`config.mk`:
```
export PLATFORM = sky130hd
export DESIGN_NAME = bp_be_ptw_arbiter
export DESIGN_NICKNAME = d
export VERILOG_FILES = /design/src/rtl/bp_be_pkg.sv /design/src/rtl/bp_be_ptw_arb_slot.sv /design/src/rtl/bp_be_ptw_arbiter.sv
export SDC_FILE = /design/constraint.sdc
export NUM_CORES = 1
export LEC_CHECK = 0
export CAP_MARGIN = 40
export CORE_AREA = 3 3 155 157
export CTS_BUF_LIST = sky130_fd_sc_hd__clkbuf_8
export DETAILED_ROUTE_END_ITERATION = 7
export DIE_AREA = 0 0 158 160
export PLACE_DENSITY = 0.75
export SLEW_MARGIN = 20
export SYNTH_ARGS = -nofsm -noshare
export SYNTH_HDL_FRONTEND = slang
export SYNTH_SLANG_ARGS = --single-unit
```
`constraint.sdc`:
```
create_clock -name clk_i -period 1.85 [get_ports clk_i]
set_input_delay 0.185 -clock clk_i [delete_from_list [all_inputs] [get_ports clk_i]]
set_output_delay 0.185 -clock clk_i [all_outputs]
set_load 0.005 [all_outputs]
```
`src/rtl/bp_be_pkg.sv`:
```
`default_nettype none
// ============================================================
// Package : bp_be_pkg
// Brief   : Shared types for the backend PTW arbiter.
// Revision: 1.0
// ============================================================
package bp_be_pkg;

    localparam int unsigned c_PTW_ARB_VADDR_W = 39;

    typedef enum logic [1:0] {
        eIdle  = 2'd0,
        eWalk  = 2'd1,
        eDrain = 2'd2
    } bp_be_ptw_arb_state_e;

    typedef enum logic {
        eSrcI = 1'b0,
        eSrcD = 1'b1
    } bp_be_ptw_arb_src_e;

    typedef struct packed {
        logic                         v;
        logic                         store;
        logic [c_PTW_ARB_VADDR_W-1:0] vaddr;
        logic [c_PTW_ARB_VADDR_W-1:0] pc;
    } bp_be_ptw_arb_slot_s;

endpackage
`default_nettype wire

```
`src/rtl/bp_be_ptw_arb_slot.sv`:
```
`default_nettype none
// ============================================================
// Module  : bp_be_ptw_arb_slot
// Brief   : One-entry pending-miss buffer; clear has priority.
// Revision: 1.0
// ============================================================
module bp_be_ptw_arb_slot
    import bp_be_pkg::*;
(
    input  logic                         clk_i,
    input  logic                         reset_n_i,
    input  logic                         clear_i,
    input  logic                         accept_i,
    input  logic [c_PTW_ARB_VADDR_W-1:0] vaddr_i,
    input  logic [c_PTW_ARB_VADDR_W-1:0] pc_i,
    input  logic                         store_i,
    output bp_be_ptw_arb_slot_s          slot_o
);

    bp_be_ptw_arb_slot_s slot_d, slot_q;

    always_comb begin
        slot_d = slot_q;
        if (clear_i) begin
            slot_d.v = 1'b0;
        end else if (accept_i) begin
            slot_d.v     = 1'b1;
            slot_d.store = store_i;
            slot_d.vaddr = vaddr_i;
            slot_d.pc    = pc_i;
        end
    end

    always_ff @(posedge clk_i or negedge reset_n_i) begin
        if (!reset_n_i) slot_q <= '0;
        else            slot_q <= slot_d;
    end

    assign slot_o = slot_q;

endmodule
`default_nettype wire

```
`src/rtl/bp_be_ptw_arbiter.sv`:
```
`default_nettype none
// ============================================================
// Module  : bp_be_ptw_arbiter
// Brief   : Shares the backend PTW between ITLB and DTLB misses.
// Revision: 1.0
// ============================================================
module bp_be_ptw_arbiter
    import bp_be_pkg::*;
#(
    parameter int unsigned vaddr_width_p     = c_PTW_ARB_VADDR_W,
    parameter int unsigned tlb_entry_width_p = 34,
    parameter int unsigned timeout_cycles_p  = 256
) (
    input  logic                         clk_i,
    input  logic                         reset_n_i,
    input  logic                         flush_i,
    input  logic                         itlb_miss_v_i,
    output logic                         itlb_miss_ready_o,
    input  logic [vaddr_width_p-1:0]     itlb_miss_vaddr_i,
    input  logic [vaddr_width_p-1:0]     itlb_miss_pc_i,
    input  logic                         dtlb_miss_v_i,
    output logic                         dtlb_miss_ready_o,
    input  logic                         dtlb_miss_store_i,
    input  logic [vaddr_width_p-1:0]     dtlb_miss_vaddr_i,
    input  logic [vaddr_width_p-1:0]     dtlb_miss_pc_i,
    output logic                         ptw_miss_v_o,
    output logic                         ptw_miss_instr_v_o,
    output logic                         ptw_miss_load_v_o,
    output logic                         ptw_miss_store_v_o,
    output logic [vaddr_width_p-1:0]     ptw_miss_vaddr_o,
    output logic [vaddr_width_p-1:0]     ptw_miss_pc_o,
    input  logic                         ptw_busy_i,
    input  logic                         ptw_tlb_w_v_i,
    input  logic                         ptw_tlb_w_itlb_not_dtlb_i,
    input  logic [tlb_entry_width_p-1:0] ptw_tlb_w_entry_i,
    input  logic [vaddr_width_p-1:0]     ptw_tlb_w_vaddr_i,
    input  logic                         ptw_instr_pf_i,
    input  logic                         ptw_load_pf_i,
    input  logic                         ptw_store_pf_i,
    output logic                         itlb_fill_v_o,
    output logic                         dtlb_fill_v_o,
    output logic [tlb_entry_width_p-1:0] fill_entry_o,
    output logic [vaddr_width_p-1:0]     fill_vaddr_o,
    output logic                         instr_page_fault_o,
    output logic                         load_page_fault_o,
    output logic                         store_page_fault_o,
    output logic                         error_o
);

    localparam int unsigned     c_WD_W   = $clog2(timeout_cycles_p + 1);
    localparam logic [c_WD_W-1:0] c_WD_MAX = c_WD_W'(timeout_cycles_p);

    bp_be_ptw_arb_state_e state_d, state_q;
    bp_be_ptw_arb_src_e   owner_d, owner_q, last_grant_d, last_grant_q, sel;
    bp_be_ptw_arb_slot_s  islot, dslot;
    logic [c_WD_W-1:0]    wd_cnt_d, wd_cnt_q;
    logic                 error_d, error_q;
    logic                 grant, complete, err_set, iclear, dclear;
    logic                 unused_islot_store;

    assign unused_islot_store = islot.store;

    bp_be_ptw_arb_slot u_islot (
        .clk_i     (clk_i),
        .reset_n_i (reset_n_i),
        .clear_i   (iclear),
        .accept_i  (itlb_miss_v_i & ~islot.v & ~flush_i),
        .vaddr_i   (itlb_miss_vaddr_i),
        .pc_i      (itlb_miss_pc_i),
        .store_i   (1'b0),
        .slot_o    (islot)
    );

    bp_be_ptw_arb_slot u_dslot (
        .clk_i     (clk_i),
        .reset_n_i (reset_n_i),
        .clear_i   (dclear),
        .accept_i  (dtlb_miss_v_i & ~dslot.v & ~flush_i),
        .vaddr_i   (dtlb_miss_vaddr_i),
        .pc_i      (dtlb_miss_pc_i),
        .store_i   (dtlb_miss_store_i),
        .slot_o    (dslot)
    );

    assign itlb_miss_ready_o = ~islot.v;
    assign dtlb_miss_ready_o = ~dslot.v;
    assign fill_entry_o      = ptw_tlb_w_entry_i;
    assign fill_vaddr_o      = ptw_tlb_w_vaddr_i;
    assign complete          = ptw_tlb_w_v_i | ptw_instr_pf_i | ptw_load_pf_i | ptw_store_pf_i;
    assign ptw_miss_vaddr_o  = (sel == eSrcD) ? dslot.vaddr : islot.vaddr;
    assign ptw_miss_pc_o     = (sel == eSrcD) ? dslot.pc    : islot.pc;
    assign error_o           = error_q;

    always_comb begin
        // Round-robin on a tie: whoever was not granted last goes next
        if (islot.v & dslot.v) sel = (last_grant_q == eSrcI) ? eSrcD : eSrcI;
        else if (dslot.v)      sel = eSrcD;
        else                   sel = eSrcI;
    end

    always_comb begin
        state_d            = state_q;
        owner_d            = owner_q;
        last_grant_d       = last_grant_q;
        grant              = 1'b0;
        err_set            = 1'b0;
        iclear             = flush_i;
        dclear             = flush_i;
        itlb_fill_v_o      = 1'b0;
        dtlb_fill_v_o      = 1'b0;
        instr_page_fault_o = 1'b0;
        load_page_fault_o  = 1'b0;
        store_page_fault_o = 1'b0;
        case (state_q)
            eIdle: begin
                grant = ~ptw_busy_i & (islot.v | dslot.v) & ~flush_i;
                if (grant) begin
                    state_d      = eWalk;
                    owner_d      = sel;
                    last_grant_d = sel;
                end
            end
            eWalk: begin
                if (complete) begin
                    state_d = eIdle;
                    if (owner_q == eSrcI) iclear = 1'b1;
                    else                  dclear = 1'b1;
                    if (ptw_tlb_w_v_i) begin
                        if (ptw_tlb_w_itlb_not_dtlb_i == (owner_q == eSrcI)) begin
                            itlb_fill_v_o = (owner_q == eSrcI);
                            dtlb_fill_v_o = (owner_q == eSrcD);
                        end else begin
                            err_set = 1'b1;
                        end
                    end
                    if (owner_q == eSrcI) begin
                        instr_page_fault_o = ptw_instr_pf_i;
                        if (ptw_load_pf_i | ptw_store_pf_i) err_set = 1'b1;
                    end else begin
                        load_page_fault_o  = ptw_load_pf_i;
                        store_page_fault_o = ptw_store_pf_i;
                    end
                end else if (flush_i) begin
                    state_d = eDrain;
                end
            end
            eDrain: begin
                if (!ptw_busy_i) state_d = eIdle;
            end
            default: state_d = eIdle;
        endcase
    end

    assign ptw_miss_v_o       = grant;
    assign ptw_miss_instr_v_o = grant & (sel == eSrcI);
    assign ptw_miss_load_v_o  = grant & (sel == eSrcD) & ~dslot.store;
    assign ptw_miss_store_v_o = grant & (sel == eSrcD) &  dslot.store;

    always_comb begin
        wd_cnt_d = '0;
        if (state_q != eIdle) begin
            wd_cnt_d = (wd_cnt_q == c_WD_MAX) ? wd_cnt_q : wd_cnt_q + c_WD_W'(1);
        end
        error_d = error_q | err_set | (wd_cnt_q == c_WD_MAX);
    end

    always_ff @(posedge clk_i or negedge reset_n_i) begin
        if (!reset_n_i) begin
            state_q      <= eIdle;
            owner_q      <= eSrcI;
            last_grant_q <= eSrcI;
            wd_cnt_q     <= '0;
            error_q      <= 1'b0;
        end else begin
            state_q      <= state_d;
            owner_q      <= owner_d;
            last_grant_q <= last_grant_d;
            wd_cnt_q     <= wd_cnt_d;
            error_q      <= error_d;
        end
    end

endmodule
`default_nettype wire
```
==> qor.csv, run 1 <==
stage,metric,value,unit
floorplanning,Die Y-Extent,160,um
sta,fmax,436.3,MHz
grt,Tot GR Track Use,16.63,%
finish,layout cells sized above 1,55.27,%
clocking,CTS tree,built,
logic_synthesis,Cell variety after synth,34,
sta,Setup TNS Final,-39.29,ns
sta,Final period util,123.9,%
clocking,CTS Buf Count,17,
sta,final worst slack,-0.4418,ns
worst_setup_path,CP endpoint kind,output port,
pwr,combinational power share,36.4,%
floorplanning,die boundary width,158,um
clocking,CTS root buf,clkbuf_8,
drt,via/cell ratio,4.905,
worst_setup_path,critical path type,register to output port,
worst_setup_path,WP data required,1.66,ns
job,Max Cap Viol,0,
grt,vias in the first global route,5931,
pwr,Cell Int Power,8.520,mW
clocking,clk buf depth,2,
sta,RSZ-0062 raised after global routing,yes,
clocking,total clock sinks,172,
floorplanning,Die Area,25280,um^2
worst_hold_path,HP Class,input port to async pin,
drt,total wire length,26140,um
place,routability congestion estimate,0.7527,
status,failing checks,setup timing,
pwr,clock share of power,21.3,%
logic_synthesis,synthesized cell area,8149,um^2
drt,DRT antenna net count,0,
logic_synthesis,syn_area_per_cell,13.88,um^2
pwr,Leak,6.131,nW
sta,"Min Clock Period, post-route",2.292,ns
logic_synthesis,syn_nets,832,
place,DP Worst Slack,-0.4934,ns
place,dpl hpwl,15840,um
sta,worst relative slew slack,62.37,%
worst_setup_path,CP Data Arrival Time,2.11,ns
grt,total gr overflow,0,
worst_setup_path,critical path startpoint category,register,
pwr,Reg power frac,42.3,%
logic_synthesis,Yosys Warn Count,0,
pwr,Pwr per Cell Area,891.6,nW/um^2
drt,WL per Instance,22.04,um
pwr,PnR Total Power,11.83,mW
sta,Final Hold Viols,0,
finish,n_diodes,0,
pwr,Psw,3.306,mW
logic_synthesis,Post-Syn Instances,587,
worst_setup_path,crit path max fanout,5,
finish,# nets final,1134,
grt,global-route wire length before repair,32660,um
floorplanning,I/O pin total,404,
logic_synthesis,post-synthesis register bit count,172,
drt,drc violations,0,
finish,area delta synth->final,62.77,%
floorplanning,Rows,55,
drt,vias,5817,
floorplanning,Initial Util,35.99,%
sta,Slew Limit Fails,0,
sta,Final setup viols,240,
floorplanning,Placeable Area,22640,um^2
clocking,worst skew pair latency,0.44,ns
drt,drt first pass iters,4,
drt,initial DRC count,206,
sta,clock skew,0.01078,ns
pwr,Max rail drop VDD,0.5873,mV
grt,largest net degree at the start of global routing,52,
sta,worst slew pin tran,0.5624,ns
grt,initial antenna violation count,0,
place,# port buffers,257,
clocking,CTS H-tree depth,4,
status,status,"finished, violations left",
pwr,sw frac,27.96,%
clocking,clock-pin slew on the worst setup and hold paths,0.10,ns
logic_synthesis,sequential fraction of the synthesis area,52.82,%
[cell type report]
cell class,count,area (um^2)
fillers,1764,9376
repair buffers,384,4140
clock inverters,13,108.9
flip-flops and latches,172,4304
inverters,9,36.28
multi-input cells,305,4070
clock buffers,18,247.7
well taps,285,356.6
[placed cells by master, fill, tap and decap left out, types with 3 or more instances in the layout]
cell type,count
clkinv_4,4
dfrtp_1,172
and3_1,3
nand2b_1,3
clkbuf_16,19
and3_4,3
nor2_1,6
o21ai_0,3
inv_1,6
buf_4,38
clkbuf_8,18
buf_12,18
buf_6,67
inv_6,3
nand3_1,5
buf_8,17
mux2_2,13
a21oi_1,6
clkdlybuf4s50_1,168
clkbuf_2,47
o31ai_1,3
nand2_1,6
or3_1,3
mux2_4,223
buf_2,6
[final timing paths]
check / slack, ns / start / cells past startpoint / end
max in group asynchronous: 0.91 / reset_n_i / 3 / u_dslot.slot_o[44]$_DFFE_PN0P_
min reg2reg: 0.52 / u_dslot.slot_o[42]$_DFFE_PN0P_ / 1 / u_dslot.slot_o[42]$_DFFE_PN0P_
min: 0.22 / reset_n_i / 2 / u_dslot.slot_o[13]$_DFFE_PN0P_
min in group clk_i: 0.35 / dtlb_miss_pc_i[14] / 2 / u_dslot.slot_o[14]$_DFFE_PN0P_
max: -0.44 / u_islot.slot_o[79]$_DFFE_PN0P_ / 7 / ptw_miss_vaddr_o[35]
max reg2reg: -0.13 / state_q[1]$_DFFE_PN0P_ / 9 / u_islot.slot_o[19]$_DFFE_PN0P_
[power by group through the flow]
stage / Sequential, mW / Combinational [mW] / Clock [mW]
after global routing: 5.10 / 4.57 / 2.76
after floorplan: 4.83 / 1.65 / 0
after detailed placement: 4.99 / 3.29 / 0
after CTS: 4.92 / 3.19 / 2.59
after global placement: 4.96 / 3.25 / 0
final: 5.01 / 4.31 / 2.51
[cell families (layout without fill, tap and decap cells)]
kind of cell,after synthesis,after routing,share of synthesized area (%)
XOR/XNOR,2,2,0.2150
adder cells (fa/ha/maj),4,4,0.6142
AND/OR/NAND/NOR,40,40,2.718
multiplexers,237,237,32.73
AO/OA/AOI/OAI,22,22,1.919
flip-flops,172,172,52.82
buffers and inverters,110,424,8.982
[cell usage after synthesis]
cell type / count / area share (%)
mux2_2: 225 / 31
dfrtp_1: 172 / 53
buf_4: 75 / 6.9
buf_2: 12 / 0.74
clkbuf_1: 11 / 0.51
mux2_1: 11 / 1.5
inv_1: 9 / 0.41
a21oi_1: 7 / 0.43
nor2_1: 7 / 0.32
and3_1: 6 / 0.46
nand2_1: 6 / 0.28
nand3_1: 5 / 0.31
ha_1: 4 / 0.61
o21ai_0: 4 / 0.25
buf_6: 3 / 0.41
nand2b_1: 3 / 0.23
o31ai_1: 3 / 0.28
or3_1: 3 / 0.23
a311oi_1: 2 / 0.21
a311oi_2: 2 / 0.37
nor4b_1: 2 / 0.21
or4_1: 2 / 0.18
xor2_1: 2 / 0.21
a211o_1: 1 / 0.11
a21o_1: 1 / 0.092
a31oi_1: 1 / 0.077
mux2i_1: 1 / 0.12
nand3b_1: 1 / 0.092
nand4_1: 1 / 0.077
nor2b_1: 1 / 0.077
nor3b_1: 1 / 0.092
nor4_1: 1 / 0.077
o311ai_0: 1 / 0.11
or2_2: 1 / 0.077
[stage by stage]
step / util (%) / hold slack (ns) / cell area [um^2] / std cells
final: 58.59 / 0.2220 / 13260 / 1186
after global routing: 58.59 / 0.1957 / 13260 / 1186
after CTS: 50.52 / 0.1868 / 11440 / 1116
after detailed placement: 48.85 / 0.1276 / 11060 / 1081
after global placement: 48.85 / 0.1303 / 11060 / 1081
after floorplan: - / -0.1106 / 8228 / 587
[metal layers]
metal  wire (um)  global-route usage, %
met1       10370                  18.32
met2       13230                  28.88
met3        2039                  7.209
met4         503                  5.084
met5           0                      0
[flip-flops by register name (all words and copies together) (netlist names)]
name / flops
state_q: 2
error_o: 1
last_grant_q: 1
wd_cnt_q: 9
u_dslot.slot_o: 80
u_islot.slot_o: 79
[critical path: stages (launching register included)]
cell,delay (ns)
dfrtp_1,0.42
a21oi_4,0.27
buf_6,0.14
buf_8,0.13
clkbuf_16,0.15
buf_8,0.13
mux2_4,0.30
clkbuf_2,0.11
[repair_timing]
item / CTS / global route
pin swaps: 1 / 5
hold buffers: 1 / 0
gates resized for setup: 137 / 463
buffers inserted: 3 / 53
cloned: 0 / 21
hold endpoints to repair: 47 / 0
setup endpoints to repair: 160 / 245
No activity file was read; power rests on OpenSTA's default activity.
==> run 2, diff against run 1 <==
--- a/config.mk
+++ b/config.mk
@@ -7,7 +7,7 @@
 export LEC_CHECK = 0
 export CAP_MARGIN = 40
 export CORE_AREA = 3 3 155 157
-export CTS_BUF_LIST = sky130_fd_sc_hd__clkbuf_8
+export CTS_BUF_LIST = sky130_fd_sc_hd__clkbuf_4 sky130_fd_sc_hd__clkbuf_8
 export DETAILED_ROUTE_END_ITERATION = 7
 export DIE_AREA = 0 0 158 160
 export PLACE_DENSITY = 0.75
==> results of run 2 <==
Same layout as run 1: the final DEF is identical, and so are final timing and power.
